### src/rtl/rename_dispatch_ctrl.sv
// Purpose : rename/dispatch allocation; picks the in-order dispatch prefix of the
//           decode bundle and hands each dest-writing slot its own free preg.
// Latency : zero-cycle allocation (combinational); FSM/counters update on clock.
// Backpr. : dispatch is held by ROB/RS/free-list capacity, by squash and for
//           RECOVER_CYCLES cycles after it; the free list pops dispatch_num next edge.
//
// Ports:
//   clock, reset                 : rising-edge clock, async active-high reset
//   inst_valid/inst_has_dest     : per-slot decode info, slot 0 oldest
//   free_list_out/free_num       : offered free pregs (entry 0 first) and how many
//   rob_free_num/rs_free_num     : downstream capacity, saturated at N_WAY
//   squash                       : flush; starts the recovery window
//   dispatch_valid/count/num     : dispatching slots, their count, pregs consumed
//   slot_preg                    : preg assigned per slot (0 when none)
//   ctrl_state/starve_cycles     : 0 RUN, 1 STARVED, 2 RECOVER; saturating starve count

`ifndef N_WAY
`define N_WAY 3
`endif
`ifndef CDB_BITS
`define CDB_BITS 6
`endif

module rename_dispatch_ctrl #(
  parameter int N_WAY          = `N_WAY,
  parameter int CDB_BITS       = `CDB_BITS,
  parameter int RECOVER_CYCLES = 2,
  localparam int CW            = $clog2(N_WAY) + 1
) (
  input  logic                      clock,
  input  logic                      reset,
  input  logic [N_WAY-1:0]          inst_valid,
  input  logic [N_WAY-1:0]          inst_has_dest,
  input  logic [N_WAY*CDB_BITS-1:0] free_list_out,
  input  logic [CW-1:0]             free_num,
  input  logic [CW-1:0]             rob_free_num,
  input  logic [CW-1:0]             rs_free_num,
  input  logic                      squash,
  output logic [N_WAY-1:0]          dispatch_valid,
  output logic [CW-1:0]             dispatch_count,
  output logic [CW-1:0]             dispatch_num,
  output logic [N_WAY*CDB_BITS-1:0] slot_preg,
  output logic [1:0]                ctrl_state,
  output logic [15:0]               starve_cycles
);

  typedef enum logic [1:0] {
    ST_RUN     = 2'd0,
    ST_STARVED = 2'd1,
    ST_RECOVER = 2'd2
  } state_e;

  state_e      state_q, state_d;
  logic [3:0]  rcnt_q, rcnt_d;
  logic [15:0] starve_q, starve_d;

  // Allocation scan results before squash/recover gating.
  logic [N_WAY-1:0]          alloc_valid;
  logic [N_WAY*CDB_BITS-1:0] alloc_preg;
  int                        alloc_cnt;
  int                        alloc_dest;
  int                        need_dest;
  logic                      starve_block;
  logic                      scan_ok;
  logic                      rob_ok;
  logic                      rs_ok;
  logic                      preg_ok;
  logic                      hold;

  always_comb begin
    alloc_valid  = '0;
    alloc_preg   = '0;
    alloc_cnt    = 0;
    alloc_dest   = 0;
    need_dest    = 0;
    starve_block = 1'b0;
    scan_ok      = 1'b1;
    rob_ok       = 1'b0;
    rs_ok        = 1'b0;
    preg_ok      = 1'b0;
    for (int i = 0; i < N_WAY; i++) begin
      need_dest = alloc_dest + (inst_has_dest[i] ? 1 : 0);
      rob_ok    = (i + 1) <= int'(rob_free_num);
      rs_ok     = (i + 1) <= int'(rs_free_num);
      preg_ok   = need_dest <= int'(free_num);
      if (scan_ok) begin
        if (inst_valid[i] && rob_ok && rs_ok && preg_ok) begin
          alloc_valid[i] = 1'b1;
          alloc_cnt      = alloc_cnt + 1;
          if (inst_has_dest[i]) begin
            // alloc_dest counts older dispatched dest slots = free-list index.
            alloc_preg[i*CDB_BITS +: CDB_BITS] = free_list_out[alloc_dest*CDB_BITS +: CDB_BITS];
            alloc_dest = need_dest;
          end
        end else begin
          // First stalled slot: starvation only if the free list alone blocks it.
          starve_block = inst_valid[i] && rob_ok && rs_ok;
          scan_ok      = 1'b0;
        end
      end
    end
  end

  // Reset is included directly so outputs drop while it is high, not just after.
  assign hold = reset || squash || (state_q == ST_RECOVER);

  assign dispatch_valid = hold ? '0 : alloc_valid;
  assign dispatch_count = hold ? '0 : CW'(alloc_cnt);
  assign dispatch_num   = hold ? '0 : CW'(alloc_dest);
  assign slot_preg      = hold ? '0 : alloc_preg;
  assign ctrl_state     = state_q;
  assign starve_cycles  = starve_q;

  always_comb begin
    state_d  = state_q;
    rcnt_d   = rcnt_q;
    starve_d = starve_q;
    if (state_q == ST_STARVED && starve_q != 16'hFFFF) begin
      starve_d = starve_q + 16'd1;
    end
    if (squash) begin
      state_d = ST_RECOVER;
      rcnt_d  = 4'(RECOVER_CYCLES);
    end else begin
      case (state_q)
        ST_RUN: begin
          if (starve_block) state_d = ST_STARVED;
        end
        ST_STARVED: begin
          if (!starve_block) state_d = ST_RUN;
        end
        ST_RECOVER: begin
          // Counter reading 1 is the last blocked cycle.
          if (rcnt_q <= 4'd1) begin
            state_d = ST_RUN;
            rcnt_d  = 4'd0;
          end else begin
            rcnt_d = rcnt_q - 4'd1;
          end
        end
        default: state_d = ST_RUN;
      endcase
    end
  end

  always_ff @(posedge clock or posedge reset) begin
    if (reset) begin
      state_q  <= ST_RUN;
      rcnt_q   <= 4'd0;
      starve_q <= 16'd0;
    end else begin
      state_q  <= state_d;
      rcnt_q   <= rcnt_d;
      starve_q <= starve_d;
    end
  end

endmodule

### config.mk
export PLATFORM = sky130hd
export DESIGN_NAME = rename_dispatch_ctrl
export DESIGN_NICKNAME = d
export VERILOG_FILES = /design/src/rtl/rename_dispatch_ctrl.sv
export SDC_FILE = /design/constraint.sdc
export NUM_CORES = 1
export LEC_CHECK = 0
export CAP_MARGIN = 20
export CORE_UTILIZATION = 25
export CTS_CLUSTER_SIZE = 12
export DETAILED_ROUTE_END_ITERATION = 10
export GPL_TIMING_DRIVEN = 0
export SYNTH_ARGS = -nofsm -noshare
export SYNTH_HDL_FRONTEND = slang
export SYNTH_SLANG_ARGS = --single-unit
### constraint.sdc
create_clock -name clock -period 21.4 [get_ports clock]
set_clock_uncertainty 0.15 [all_clocks]
set_input_delay 4.28 -clock clock [delete_from_list [all_inputs] [get_ports clock]]
set_output_delay 4.28 -clock clock [all_outputs]
set_load 0.02 [all_outputs]
Word level (Yosys, flattened, before mapping)
Cells that the tools add are included.

Input bits: 36. Register bits: 22. Output and inout port bits: 45. Logic and storage cells: 90.

Multiplexer cells: 46. Magnitude comparators: 10. Multiply operators: 2. Shift operators: 2. Equal/unequal tests: 6. Reductions and logical operators: 15. Add/sub/neg operators: 6.

Operator list (number): 32-bit two-way mux (3); 32-bit by 2-bit adder with 32-bit output (2); 32-bit by 4-bit <= comparator with 1-bit output (2); 32-bit by 3-bit multiplier with 31-bit output, second input constant (2); 18-bit by 32-bit variable part select with 6-bit output (2); 6-bit two-way mux (8); 3-bit two-way mux (10); 18-bit two-way mux (1); 16-bit by 1-bit adder with 16-bit output, second input constant (1); 1-bit two-way mux (16); 16-bit != test, second input constant (1); 2-bit by 3-bit <= comparator with 1-bit output, first input constant (4); 4-bit two-way mux (3); 1-bit logical AND (10); 2-bit two-way mux (4); 1-bit by 3-bit <= comparator with 1-bit output, first input constant (2); 3-bit != test, second input constant (2); 2-bit one-hot mux with 3 select lines (1); 4-bit by 1-bit <= comparator with 1-bit output, second input constant (1); 4-bit by 1-bit subtractor with 4-bit output, second input constant (1); 3-bit by 2-bit adder with 3-bit output, second input constant (1); 1-bit by 3-bit <= comparator with 1-bit output (1); 3-bit by 2-bit != test with 1-bit output, second input constant (1); 3-bit AND reduction (1); 6 further kinds (7).

Depth between registers and ports, before layout
Gate-level depths: netlist of the first run.

Word-level depth: 18. Depth in mapped cells: 25. Mapped depth without buffers: 21.

Worst setup path after synthesis of the first run
No wires, ideal clock.

Path kind: input -> output. Start point: in inst_has_dest[0]. End point: out slot_preg[12]. Cell stages on the path: 25. Data required time: 16970 ps. Arrival: 9478 ps. Buffers on the path: 4. Path slack: 7492 ps. Cell sequence: inv_1 > ha_1 > nor4_2 > or4b_1 > buf_6 > nor2_4 > clkbuf_1 > xnor2_1 > ha_1 > a21oi_1 > o21a_1 > nor2_1 > mux2_4 > buf_6 > ha_1 > ha_1 > ha_1 > nor2b_1 > o21a_1 > o21ai_0 > nand3_1 > or4_1 > buf_2 > a311oi_2 > a22o_1.

Cells in the longest elaborated chain, start to end: 15. Elaborated cells between the ends (all ways): 23. Classes of those cells: add/sub (2); mul (1); order compare (3); shift (1); mux (13); reduce/logical (3).

RTL lines: from (decl) (line 33) `input logic [N_WAY-1:0] inst_has_dest,`; 1-bit two-way mux (line 82) `need_dest = alloc_dest + (inst_has_dest[i] ? 1 : 0);`; 1-bit by 3-bit <= comparator with 1-bit output (line 85) `preg_ok = need_dest <= int'(free_num);`; 1-bit logical AND (line 87) `if (inst_valid[i] && rob_ok && rs_ok && preg_ok) begin`; 1-bit two-way mux (line 87); 32-bit by 2-bit adder with 32-bit output (line 82); 32-bit by 4-bit <= comparator with 1-bit output (line 85); 1-bit logical AND (line 87); 32-bit two-way mux (line 87); 32-bit two-way mux (line 86) `if (scan_ok) begin`; 32-bit by 3-bit multiplier with 31-bit output or 32-bit by 2-bit adder with 32-bit output (tied branches) (line 92, 82); 18-bit by 32-bit variable part select with 6-bit output or 32-bit by 4-bit <= comparator with 1-bit output (tied branches) (line 92, 85); 6-bit two-way mux or 1-bit logical AND (tied branches) (line 90, 87); 6-bit two-way mux (line 87); 6-bit two-way mux * (line 86); 18-bit two-way mux * (line 110) `assign slot_preg = hold ? '0 : alloc_preg;`; to (decl) (line 42) `output logic [N_WAY*CDB_BITS-1:0] slot_preg,`.

Mark *: on every way between the ends. The rest lies on a longest branch, timed or not.

Worst setup path after layout of the first run
Ends and elaborated chain as after synthesis.

==> metrics.md, run 1 <==
| Metric | Value |
|---|---|
| NumNets Final | 378 |
| Critical hold path startpoint | starve_cycles[8]$_DFFE_PP0P_ |
| Syn_area_per_cell | 8.68 um^2 |
| Hold crit path type | flop to flop |
| WP data required | 16.97 ns |
| Initial antenna violation count | 0 |
| Final-report hold violation count | 0 |
| Post-DP HPWL | 4.91 mm |
| Worst slew margin | 0.447 |
| CTS sink count | 22 |
| Clk buf depth | 2 |
| Final worst-path cycle share | 0.732 |
| Routing usage on met1 | 0.177 |
| 1st-iter DRT viols | 78 |
| Via/cell ratio | 4.94 |
| CP Class | input port to output port |
| Hold-fix buffer count after cts | 0 |
| Worst VDD drop | 0.0184 mV |
| TritonCTS buffer count | 3 |
| Global route hottest layer | met2 |
| IO Pins | 81 |
| DRC Markers | 0 |
| Pleak | ~1.3 nW |
| Design Power | roughly 130 uW |
| Synth warn | 0 |
| Cell mode on critical path | ha_1 |
| Clock transition at path regs | 0.08 ns |
| Most frequent cells in the layout | clkdlybuf4s50_1 (79), nand2_1 (33), dfrtp_1 (22), nor2_1 (18), a21oi_1 (18) |
| GP Congestion | approximately 0.84 |
| Vias in the first global route | 2111 |
| Initial Util | 0.258 |
| Worst R2R Start | starve_cycles[4]$_DFFE_PP0P_ |
| H-tree Lvls | 1 |
| Slew Viols, Final | 0 |
| DRT antenna net count | 0 |
| DP Cell Count | 428 |
| Largest net degree at the start of global routing | 23 |
| Post-synthesis sequential area ratio | 0.260 |
| Most common cell after layout, fill and taps aside | clkdlybuf4s50_1 |
| Post-synth EDFFs | 0 |
| First-pass GRT wire length | 9.98 mm |
| Post-Synthesis Cells | 244 |
| CP max stage cell | clkdlybuf4s50_1 |
| Total GRT Usage | 0.141 |
| Crit end category | output port |
| Syn_nets | ~290 |
| Flops & latches, synth | 22 |
| CTS resizes | 0 |
| Final cell count without fillers | 432 |
| Port Buffer Count | 79 |
| Primary FF master, synth | dfrtp_1 |
| Worst Path Arrival | 11.24 ns |
| Max Freq | about 64 MHz |
| Status | complete, no violations |
| Final wirelength | 6.04 mm |
| WHS | 0.336 ns |
| Startpoint Class | input port |
| M2 GR Usage | 0.246 |
| Via count | approximately 2100 |
| Chip Height | 94.1 um |
| Wirelength per Cell | roughly 14 um |
| Tmin final | 15.67 ns |
| Placement row count | 33 |
| Ys async rst share | 1.00 |
| Setup TNS | 0 ns |
| Max-Cap Viols | 0 |
| Mapped Area | 0.00212 mm^2 |
| Met3 GRT Util | 0.0299 |
| CTS tree | yes |
| Layout Utilization | 0.377 |
| Setup bufs post-CTS | 0 |
| Worst-Skew Late Latency | 0.26 ns |
| Final setup viols | 0 |
| Layout area overhead | 46.1% |
| Root buf cell | clkbuf_8 |
| Library cells used by synthesis | 52 |
| Crit-path max cell delay | 0.60 ns |
| Critical Path Source | inst_has_dest[0] |
| Max FO, Critical Path | 12 |
| DRT Pass-1 Iters | 4 |
| RSZ-0062 raised after global routing | no |
| Die width | roughly 94 um |
| Global route total overflow | 0 |
| Die Footprint | just under 0.009 mm^2 |
| Antenna cells | 0 |
| Power per cell area | 43.3 mW/mm^2 |
| Core Area | 0.00822 mm^2 |
| Worst-Margin Slew | 0.829 ns |
| Fraction of layout cells with a size suffix above 1 | 0.0795 |
## sequential cells by signal, indices dropped and copies added, names as in the netlist
register       count
starve_cycles     16
rcnt_q             4
ctrl_state         2
## path summary, 6_finish.rpt
| kind | cells past startpoint | slack [ns] | to |
|---|---|---|---|
| min in group asynchronous | 2 | 4.46 | rcnt_q[1]$_DFFE_PP0P_ |
| worst max-delay path | 27 | 5.73 | slot_preg[12] |
| worst max register to register | 8 | 19.05 | starve_cycles[11]$_DFFE_PP0P_ |
| max in group asynchronous | 2 | 16.12 | starve_cycles[1]$_DFFE_PP0P_ |
| worst min register to register | 1 | 0.34 | starve_cycles[8]$_DFFE_PP0P_ |
| worst min-delay path | 1 | 0.34 | starve_cycles[8]$_DFFE_PP0P_ |
## final cells by class
class | count | area, um^2
Fill cell | 837 | 5120
Multi-Input combinational cell | 200 | 1460
Timing Repair Buffer | 79 | 791
Sequential cell | 22 | 551
Tap cell | 105 | 131
Buffer | 10 | 61.3
Clock buffer | 4 | 55.1
Inverter | 12 | 45.0
## where the power goes
group | switching [mW] | leakage (nW) | internal (mW)
sequential | 0.00448 | 0.299 | 0.0456
clock | 0.0133 | 0.0288 | 0.0164
combinational | 0.0289 | 0.942 | 0.0254
total | 0.0466 | 1.27 | 0.0874
## logic make-up (layout without fill, tap and decap cells)
logic type               count (synthesis)  after routing  share of synthesized area
AND/OR/NAND/NOR                        110            110                      0.280
AO/OA/AOI/OAI                           40             40                      0.126
flip-flops                              22             22                      0.260
buffers and inverters                   22            105                     0.0502
multiplexers                            19             19                      0.133
XOR/XNOR                                16             16                     0.0662
adder cells (fa/ha/maj)                 14             14                     0.0827
other                                    1              1                    0.00177
## worst max-delay path: cells and delay by family
kind,cells,cell delay (ns)
multiplexers,1,0.37
AO/OA/AOI/OAI,6,1.26
XOR/XNOR,1,0.18
AND/OR/NAND/NOR,7,1.61
buffers and inverters,7,2.18
adder cells (fa/ha/maj),5,1.36
## through the flow
step / worst slack (ns) / cell area [um^2]
2_1_floorplan: 7.49 / 2120
5_1_grt: 5.31 / 3100
6_report: 5.73 / 3100
3_5_place_dp: 5.77 / 3040
4_1_cts: 5.71 / 3100
3_3_place_gp: 5.84 / 3040
## metal layers
layer | up-vias | wire, um | share of wire
met4 | 0 | 64 | 0.011
met5 | - | 0 | 0
met3 | 7 | 403 | 0.067
met2 | 86 | 2900 | 0.48
li1 | 1052 | - | -
met1 | 987 | 2670 | 0.44
## cells in the mapped netlist (all sizes together), types with 2 or more instances
cell | number | area share
nand2 | 34 | 0.061
dfrtp | 22 | 0.26
nor2 | 19 | 0.037
a21oi | 18 | 0.043
ha | 14 | 0.083
nand3 | 13 | 0.031
xnor2 | 13 | 0.054
inv | 12 | 0.021
mux2i | 11 | 0.052
and3 | 10 | 0.030
mux4 | 7 | 0.074
nor3 | 6 | 0.025
nor4 | 6 | 0.021
buf | 5 | 0.020
clkbuf | 5 | 0.0089
nor2b | 4 | 0.012
a311oi | 3 | 0.015
a31oi | 3 | 0.0089
nand2b | 3 | 0.0089
nand4 | 3 | 0.0089
o21ai | 3 | 0.0071
xor2 | 3 | 0.012
a22o | 2 | 0.0083
and4 | 2 | 0.0083
nand4b | 2 | 0.0083
o21a | 2 | 0.0071
or4 | 2 | 0.0071
No activity file was read; power rests on OpenSTA's default activity.
==> run 2: changes to the inputs <==
==> constraint.sdc (replaced) <==
create_clock -name clock -period 15.9 [get_ports clock]
set_clock_uncertainty 0.15 [all_clocks]
set_input_delay 3.18 -clock clock [delete_from_list [all_inputs] [get_ports clock]]
set_output_delay 3.18 -clock clock [all_outputs]
set_load 0.02 [all_outputs]
==> results of run 2 <==
The final DEF is identical to that of run 1. Status: complete, no violations.
Main changes from that run: setup slack after placement 5.77 ns -> 2.47 ns; setup slack after layout 5.73 ns -> 2.43 ns; register-to-register setup slack 19.05 ns -> 13.55 ns; total power 0.134 mW -> 0.180 mW; worst IR drop on VDD 0.0184 mV -> 0.0247 mV
==> run 3: changes to the inputs <==
==> constraint.sdc (replaced) <==
create_clock -name clock -period 11 [get_ports clock]
set_clock_uncertainty 0.15 [all_clocks]
set_input_delay 2.2 -clock clock [delete_from_list [all_inputs] [get_ports clock]]
set_output_delay 2.2 -clock clock [all_outputs]
set_load 0.02 [all_outputs]
==> run 3 against run 2 <==
Compared with the run above:
- worst hold slack unchanged
- critical path depth is the same
- non-clock buffer count rose by 1
- sequential power is 45% higher
- register-to-register slack worse by 4.9 ns
- design area increased by 0.28%
- combinational power increased by 45%
- die area stayed put
==> metrics.md, run 3 (synthesized netlist as in run 1, its figures left out) <==
| Metric | Value |
|---|---|
| Status | complete, no violations (unchanged) |
| Placed cell area | 0.00304 mm^2 (unchanged) |
| Hold crit path type | flop to flop (unchanged) |
| Final Instance Area | 0.00310 mm^2 (about the same) |
| Worst slack at placement | -0.468 ns (was 2.47 ns) |
| Max FO, Critical Path | 12 (unchanged) |
| Global route total overflow | 0 (unchanged) |
| Worst-Skew Late Latency | 0.26 ns (about the same) |
| Via/cell ratio | 4.94 (about the same) |
| Cell mode on critical path | ha_1 (unchanged) |
| Core Area | 0.00822 mm^2 (unchanged) |
| CTS sink count | 22 (unchanged) |
| H-tree Lvls | 1 (unchanged) |
| RSZ-0062 raised after global routing | no (unchanged) |
| DRC Markers | 0 (unchanged) |
| Tmin final | 10.63 ns |
| Max-Cap Viols | 0 (unchanged) |
| Worst Path Arrival | 8.28 ns (was 10.14 ns) |
| Worst VDD drop | 0.0359 mV (was 0.0247 mV) |
| Internal power | 171 uW (was 118 uW) |
| Clk network pwr share | 0.221 (about the same) |
| Setup slack after layout | 0.369 ns (was 2.43 ns) |
| Clock transition at path regs | 0.08 ns (about the same) |
| Most common cell after layout, fill and taps aside | clkdlybuf4s50_1 (unchanged) |
| First-pass GRT wire length | 10.0 mm (was 9.98 mm) |
| Largest register FFs | 16 (unchanged) |
| Filler instances | 840 (was 837) |
| TritonCTS buffer count | 3 (unchanged) |
| WP data required | 8.65 ns (was 12.57 ns) |
| Root buf cell | clkbuf_8 (unchanged) |
| Antenna cells | 0 (unchanged) |
| Post-DP HPWL | 4.91 mm (unchanged) |
| WHS | 0.336 ns (unchanged) |
| Net Sw Power | 90.9 uW (was 62.7 uW) |
| DRT antenna net count | 0 (unchanged) |
| Layout Utilization | 0.378 (was 0.377) |
| Final setup viols | 0 (unchanged) |
| Worst-Margin Slew | 0.831 ns (was 0.829 ns) |
| Chip Height | 94.1 um (unchanged) |
| GP Congestion | 0.839 (unchanged) |
| Combinational share of power | 0.407 (was 0.405) |
| Via count | 2140 (was 2132) |
| Max Freq | between 90 and 100 MHz |
| Worst slew margin | 0.445 (was 0.447) |
| Final worst-path cycle share | 0.966 |
| Crit end category | output port (unchanged) |
| CP Class | input port to output port (unchanged) |
| Net Sw Frac | 0.348 (about the same) |
| CTS tree | yes (unchanged) |
| NumNets Final | 379 (was 378) |
| IO Pins | 81 (unchanged) |
| Largest net degree at the start of global routing | 23 (unchanged) |
| Slew Viols, Final | 0 (unchanged) |
| Vias in the first global route | 2123 (was 2111) |
| Crit-path max cell delay | 0.55 ns (was 0.60 ns) |
| Placement row count | 33 (unchanged) |
| Startpoint Class | input port (unchanged) |
| Total GRT Usage | 0.142 (was 0.141) |
| 1st-iter DRT viols | 60 (was 78) |
| Power per cell area | 84.3 mW/mm^2 (was 58.3 mW/mm^2) |
| Fraction of layout cells with a size suffix above 1 | 0.0945 (was 0.0795) |
| Footprint of the multi-input gates | 0.00146 mm^2 (about the same) |
| Die Footprint | 0.00885 mm^2 (unchanged) |
| Clk buf depth | 2 (unchanged) |
| Wirelength per Cell | 14.1 um (was 14.0 um) |
| Layout area overhead | 46.5% (was 46.1%) |
| Sequential Area | 551 um^2 (unchanged) |
| Final-report hold violation count | 0 (unchanged) |
| Initial antenna violation count | 0 (unchanged) |
| CP max stage cell | or4b_1 (was clkdlybuf4s50_1) |
| Port Buffer Count | 79 (unchanged) |
| Initial Util | 0.258 (unchanged) |
| DRT Pass-1 Iters | 4 (unchanged) |
| Final wirelength | 6.10 mm (was 6.04 mm) |
| Die width | 94.1 um (unchanged) |
| Pleak | 1.34 nW (was 1.27 nW) |
| Most frequent cells in the layout | clkdlybuf4s50_1 (73), nand2_1 (33), dfrtp_1 (22), nor2_1 (18), a21oi_1 (18) (was clkdlybuf4s50_1 (79), nand2_1 (33), dfrtp_1 (22), nor2_1 (18), a21oi_1 (18)) |
| Part of the power in registers | 0.372 (was 0.374) |
-- run 3: changes by cell type in the layout (fill, tap and decap cells not counted) --
cell	previous run	this run
dlygate4sd2_1	0	1
o21ai_1	0	1
o21a_1	2	1
buf_4	2	4
clkbuf_2	0	2
o21ai_0	3	2
clkdlybuf4s50_1	79	73
clkbuf_1	5	4
o21a_2	0	1
dlymetal6s2s_1	0	3
-- run 3: stage by stage --
step,power (mW),setup TNS [ns],std cells
final,0.262,0,433
after global routing,0.283,0,433
after CTS,0.265,0,432
after detailed placement,0.206,-1.92,428
after global placement,0.202,-1.57,428
after floorplan,0.164,0,244
-- run 3: timing repair --
item / 4_1_cts / 5_1_grt
cloned: 0 / 0
buffers inserted: 0 / 1
resized for setup: 7 / 8
hold buffers: 0 / 0
endpoints found under the setup margin: 8 / 6
-- run 3: area by class of cell --
cell class,instances,share of cell area
Sequential cell,22,0.177
Buffer,10,0.0210
Multi-Input combinational cell,200,0.471
Inverter,12,0.0145
Tap cell,105,0.0423
Timing Repair Buffer,80,0.256
Clock buffer,4,0.0177
-- run 3: worst paths after layout --
| check | to | startpoint | cells after the start | slack (ns) |
|---|---|---|---|---|
| max reg2reg | starve_cycles[11]$_DFFE_PP0P_ | starve_cycles[4]$_DFFE_PP0P_ | 8 | 8.65 |
| min in group asynchronous | rcnt_q[1]$_DFFE_PP0P_ | reset | 2 | 2.38 |
| min reg2reg | starve_cycles[8]$_DFFE_PP0P_ | starve_cycles[8]$_DFFE_PP0P_ | 1 | 0.34 |
| min | starve_cycles[8]$_DFFE_PP0P_ | starve_cycles[8]$_DFFE_PP0P_ | 1 | 0.34 |
| max | slot_preg[13] | inst_has_dest[0] | 27 | 0.37 |
| max in group asynchronous | starve_cycles[1]$_DFFE_PP0P_ | reset | 2 | 7.80 |
-- run 3: routing by layer --
metal,global-route usage,share of wire,vias to the layer above
met5,0,0,-
met2,0.248,0.49,84
met3,0.0291,0.066,8
li1,-,-,1054
met4,0.0333,0.012,0
met1,0.177,0.44,994
-- run 3: worst max-delay path: cells and delay by family --
kind                       cells  cell delay [ns]
buffers and inverters          7             1.72
and+or+nand+nor                7             1.54
adders and majority gates      5             1.35
AOI/OAI and AO/OA              6             0.97
muxes                          1             0.36
xor gates and xnor gates       1             0.13
-- run 3: power by group through the flow --
stage | logic (mW) | registers, mW | clock network (mW)
3_3_place_gp | 0.103 | 0.0989 | 0
5_1_grt | 0.120 | 0.0990 | 0.0642
2_1_floorplan | 0.0631 | 0.101 | 0
6_report | 0.106 | 0.0974 | 0.0577
4_1_cts | 0.107 | 0.0978 | 0.0604
3_5_place_dp | 0.106 | 0.0994 | 0
